[config.mk]
export PLATFORM = sky130hd
export DESIGN_NAME = exp_table
export DESIGN_NICKNAME = d
export VERILOG_FILES = /design/src/rtl/exp_table.sv
export SDC_FILE = /design/constraint.sdc
export NUM_CORES = 1
export LEC_CHECK = 0
export CORE_MARGIN = 2
export CORE_UTILIZATION = 40
export DETAILED_ROUTE_END_ITERATION = 16
export GPL_ROUTABILITY_DRIVEN = 1
export PLACE_DENSITY = 0.58
export SYNTH_ARGS = -nofsm -noshare
export SYNTH_HDL_FRONTEND = slang
export SYNTH_SLANG_ARGS = --single-unit
export TNS_END_PERCENT = 30
[constraint.sdc]
create_clock -name clk -period 1.4 [get_ports clk]
set_input_delay 0.14 -clock clk [delete_from_list [all_inputs] [get_ports clk]]
set_output_delay 0.14 -clock clk [all_outputs]
set_load 0.02 [all_outputs]
[src/rtl/exp_table.sv]
// Expected-write table: N_EXP (address, data) pairs, one write port,
// one asynchronous read port. Cleared to zero on reset.
//   clk, reset    : clock, async active-low reset
//   we/widx       : write strobe and entry index (indices >= N_EXP ignored)
//   waddr/wdata   : entry contents to store
//   ridx          : read index
//   raddr/rdata   : entry contents at ridx (zero when ridx is out of range)
module exp_table #(
  parameter int unsigned DATA_W = 32,
  parameter int unsigned N_EXP  = 4,
  parameter int unsigned IDX_W  = 2
) (
  input  logic              clk,
  input  logic              reset,
  input  logic              we,
  input  logic [IDX_W-1:0]  widx,
  input  logic [DATA_W-1:0] waddr,
  input  logic [DATA_W-1:0] wdata,
  input  logic [IDX_W-1:0]  ridx,
  output logic [DATA_W-1:0] raddr,
  output logic [DATA_W-1:0] rdata
);

  localparam int unsigned CNT_W = IDX_W + 1;
  localparam logic [CNT_W-1:0] N_EXP_C = CNT_W'(N_EXP);

  logic [DATA_W-1:0] addr_mem [N_EXP];
  logic [DATA_W-1:0] data_mem [N_EXP];

  logic widx_ok;
  logic ridx_ok;

  assign widx_ok = ({1'b0, widx} < N_EXP_C);
  assign ridx_ok = ({1'b0, ridx} < N_EXP_C);

  // Storage with whole-table clear on reset
  always_ff @(posedge clk or negedge reset) begin
    if (!reset) begin
      for (int i = 0; i < int'(N_EXP); i++) begin
        addr_mem[i] <= '0;
        data_mem[i] <= '0;
      end
    end else if (we && widx_ok) begin
      addr_mem[widx] <= waddr;
      data_mem[widx] <= wdata;
    end
  end

  assign raddr = ridx_ok ? addr_mem[ridx] : '0;
  assign rdata = ridx_ok ? data_mem[ridx] : '0;

endmodule

# After elaboration in Yosys (flattened, before gate mapping)
# Index checks and enable logic that the tools add are counted.
classes:
  magnitude_cmp: 3
  n_mux: 10
  n_bitwise: 2
  reduce_logical: 1
ops:
  columns: ["cell", "n"]
  rows:
  - ["$bwmux 128", 2]
  - ["$mux 32", 5]
  - ["$bmux 32 s2", 2]
  - ["$demux 32 s2", 1]
  - ["$ge 3x3->1 const B", 2]
  - ["$not 2->3", 2]
  - ["$lt 3x1->1 const B", 1]
  - ["$logic_and 1x1->1", 1]
word_totals:
  register_bits: 256
  in_bits: 71

# Longest topological paths before layout
depth:
  depth_word: 6
  depth_mapped: 4
  depth_no_buf: 2

# Worst setup path before layout
# Ideal clock, no wire load.
synth_path:
  path_kind: "input to output"
  from: "in ridx[0]"
  to: "out raddr[0]"
  t_arrival_ns: 1.108
  required_ns: 1.260
  path_slack_ns: 0.152
  path_stages: 3
  n_path_buf: 2
  cell_sequence: "buf_4 -> buf_4 -> mux4_2"
synth_between:
  elab_chain_len: 4
synth_rtl:
  columns: ["item", "line", "text"]
  rows:
  - ["from (decl)", "19", "input logic [IDX_W-1:0] ridx,"]
  - ["$not 2->3 (not written as such)", "49", "assign raddr = ridx_ok ? addr_mem[ridx] : '0;"]
  - ["$bmux 32 s2", "49", null]
  - ["$mux 32 (not written as such) (2 in a row)", "49", null]
  - ["to (decl)", "20", "output logic [DATA_W-1:0] raddr,"]
# No other way between the ends. The select of a mux whose other input is x is not followed.

# Final worst setup path
layout_path:
  from: "reg data_mem[34] in the netlist's numbering"
  to: "out rdata[2]"
layout_between:
  elab_chain_len: 3
layout_rtl:
  columns: ["item", "line", "text"]
  rows:
  - ["from (decl)", "28", "logic [DATA_W-1:0] data_mem [N_EXP];"]
  - ["from (signal, indexed assignment)", "45", "data_mem[widx] <= wdata;"]
  - ["$bmux 32 s2", "50", "assign rdata = ridx_ok ? data_mem[ridx] : '0;"]
  - ["$mux 32 (not written as such) (2 in a row)", "50", null]
  - ["to (decl)", "21", "output logic [DATA_W-1:0] rdata"]
# No other way between the ends. The select of a mux whose other input is x is not followed.

==> results.yml <==
run_status:
  run_status: "complete, but fails checks"
  violations_in_the_final_reports: "negative setup slack"
placed_design:
  gp_routability_congestion: 0.743
  dp_hpwl_mm: 17.3
  place.detailed.instances: 1154
  place.port_buffers: 134
sta:
  unrepaired_setup_endpoints_after_global_routing: "true"
  max_freq_mhz: 585
  report.final.setup_viol: 64
  timing_hold_violations_final: 0
  final_critical_path_required_period_ns: 1.71
  skew_ns: 0
  slew_viol_final: 0
  slew-limit-headroom: 0.783
  finalCritPeriodShare: 1.22
  setup_tns_after_final_layout_ns: -18.13
  setup_slack_ns: -0.310
  worstMarginPinSlew_ns: 0.326
worst_setup_path:
  cpMaxStageDelayCell: "mux4_2"
  critPathTopFamily: "multiplexers"
  crit_type: "reg -> out"
  crit_path_cell_trace: "mux4_2, buf_6"
  setup.worst_path.end_class: "output port"
  worst_path_largest_cell_delay_ns: 0.50
  worstSetupStartpointType: "flip-flop"
  r2r_cells: 2
  critical_path.n_buffers_inverters: 1
  crit_fanout: 2
  critical_path_cell_count: 2
  data_required_time_of_the_critical_path_ns: 1.26
  critPathArrivalTime_ns: 1.57
power_and_ir_drop:
  p_leak_uw: 0.00674
  power_density_nw_per_um2: 1510
  power_frac_clock: 0.346
  power.combinational.fraction: 0.229
  p_seq_frac: 0.425
  p_int_uw: 16800
  vdd_drop_max_uv: 931
  switching_share: 0.253
  switching_power_uw: 5660
global_route:
  largest_net_degree_at_the_start_of_global_routing: 61
  total_routing_usage_reported_by_global_routing: 0.179
  antenna_found_initial: 1
  grt_pass1_vias: 7233
  gr-total-overflow: 0
  grt_pass1_wl_mm: 43.0
drt:
  routed_wirelength_mm: 26.2
  avgRoutedWirePerCell_um: 21.2
  drt-vias-per-instance: 5.07
  drt_antenna_net_count: 0
  dr.first_iter.drc_count: 297
  vias: 6244
  drt_pre_antenna_iters: 4
  drcViolationCount: 0
die:
  floorplan.initialDensity: 0.405
  die_x_um: 174
  total_die_area_um2: 30300
  floorplan.rows: 62
  die-height_um: 174
  ios: 135
  core_region_area_um2: 28500
cells_and_area:
  layout.cells.non_filler: 1231
  post_route_cells_drive_above_1_share: 0.531
  regArea_um2: 6410
  final_core_utilization: 0.520
  area_growth_pct: 28.5
  mostFrequentLayoutCells: "256 x dfrtp_1, 120 x mux2_4, 71 x mux2_2"
  filler_cell_count: 2392
  layout_commonest_cell: "dfrtp_1"
  nets: 895
  multi_input_area_um2: 4830
yosys:
  post_synth_num_cell_types: 12
  syn_area_um2: 11600
  postSynthNetCount: 692
  synthesized_instance_count: 621
  synth-seq-cells: 256
  synth_seq_area_share: 0.554
  syn_avg_cell_area_um2: 18.6
  ys.warnings.count: 0
clock_tree:
  clock-root-buffer: "clkbuf_16"
  htree_levels: 1
  clock_latency_ns: 0.52
  cts_buffers: 29
  cts-root-to-sink-buffers: 3
  clk_transition_reported_paths_ns: 0.06
  cts_sinks: 256
  tritoncts: "yes"
min_path:
  hp-class: "in -> async"
run:
  cap_violations: 0
registers in the layout, summed over array words and instances, names as in the netlist:
register,flops
addr_mem,128
data_mem,128
synthesized netlist by cell type (all sizes together):
master | number | area (um2)
dfrtp | 256 | 6410
mux2 | 256 | 3330
mux4 | 64 | 1440
buf | 40 | 338
nand3b | 2 | 15.0
clkbuf | 1 | 3.75
nand3 | 1 | 10.0
nor3b | 1 | 12.5
logic make-up (layout without fill, tap and decap cells):
kind of cell,after synthesis,in the layout,share of synthesized area
other,0,1,0
buffers and inverters,41,266,0.0295
DFF,256,256,0.554
and+or+nand+nor,4,4,0.00325
muxes,320,320,0.413
worst register-to-register path: stages (launching register included):
cell and delay, ns:
dfrtp_1 0.38, buf_4 0.13, mux2_1 0.27
per-layer routing:
metal,share of wire,GRT usage
met1,0.44,0.244
met5,0,0
met3,0.042,0.0335
met2,0.51,0.302
met4,0.013,0.0315
power by group through the flow:
stage                     Sequential (uW)  Combinational (uW)  Clock, uW
after floorplan                      9370                3210          0
after global placement               9540                4980          0
after detailed placement             9670                5110          0
after CTS                            9540                4990       7980
after global routing                 9710                5470       8300
final                                9540                5130       7750
timing repair:
action                                  CTS  global route
hold endpoints to repair                256             0
setup buffers                            12            10
resized for setup                       302            30
endpoints found under the setup margin   64            64
hold buffers                              1             0
metrics by stage:
stage	power [uW]	cell area (um2)	hold WS [ns]	setup slack [ns]
2_1_floorplan	12600	11600	-0.156	0.152
3_3_place_gp	14500	13800	0.0456	-0.434
3_5_place_dp	14800	13800	0.0491	-0.429
4_1_cts	22500	14700	0.0885	-0.335
5_1_grt	23500	14900	0.109	-0.359
6_report	22400	14900	0.0878	-0.310
area by class of cell:
cell class                      count  area share
Sequential cell                   256       0.431
Multi-Input combinational cell    324       0.325
Timing Repair Buffer              213       0.145
Clock buffer                       44      0.0587
Tap cell                          384      0.0323
Clock inverter                      9     0.00825
Antenna cell                        1    0.000168
path summary, 6_finish.rpt:
| check | slack (ns) | start | endpoint |
|---|---|---|---|
| setup / recovery | -0.31 | data_mem[34] | rdata[2] |
| hold / removal | 0.09 | reset | data_mem[56] |
| setup reg to reg | 0.50 | data_mem[100] | data_mem[100] |
| hold reg to reg | 0.48 | data_mem[104] | data_mem[104] |
| max in group asynchronous | 0.68 | reset | addr_mem[78] |
| min in group clk | 0.31 | waddr[25] | addr_mem[121] |
No activity file was read; power rests on OpenSTA's default activity.
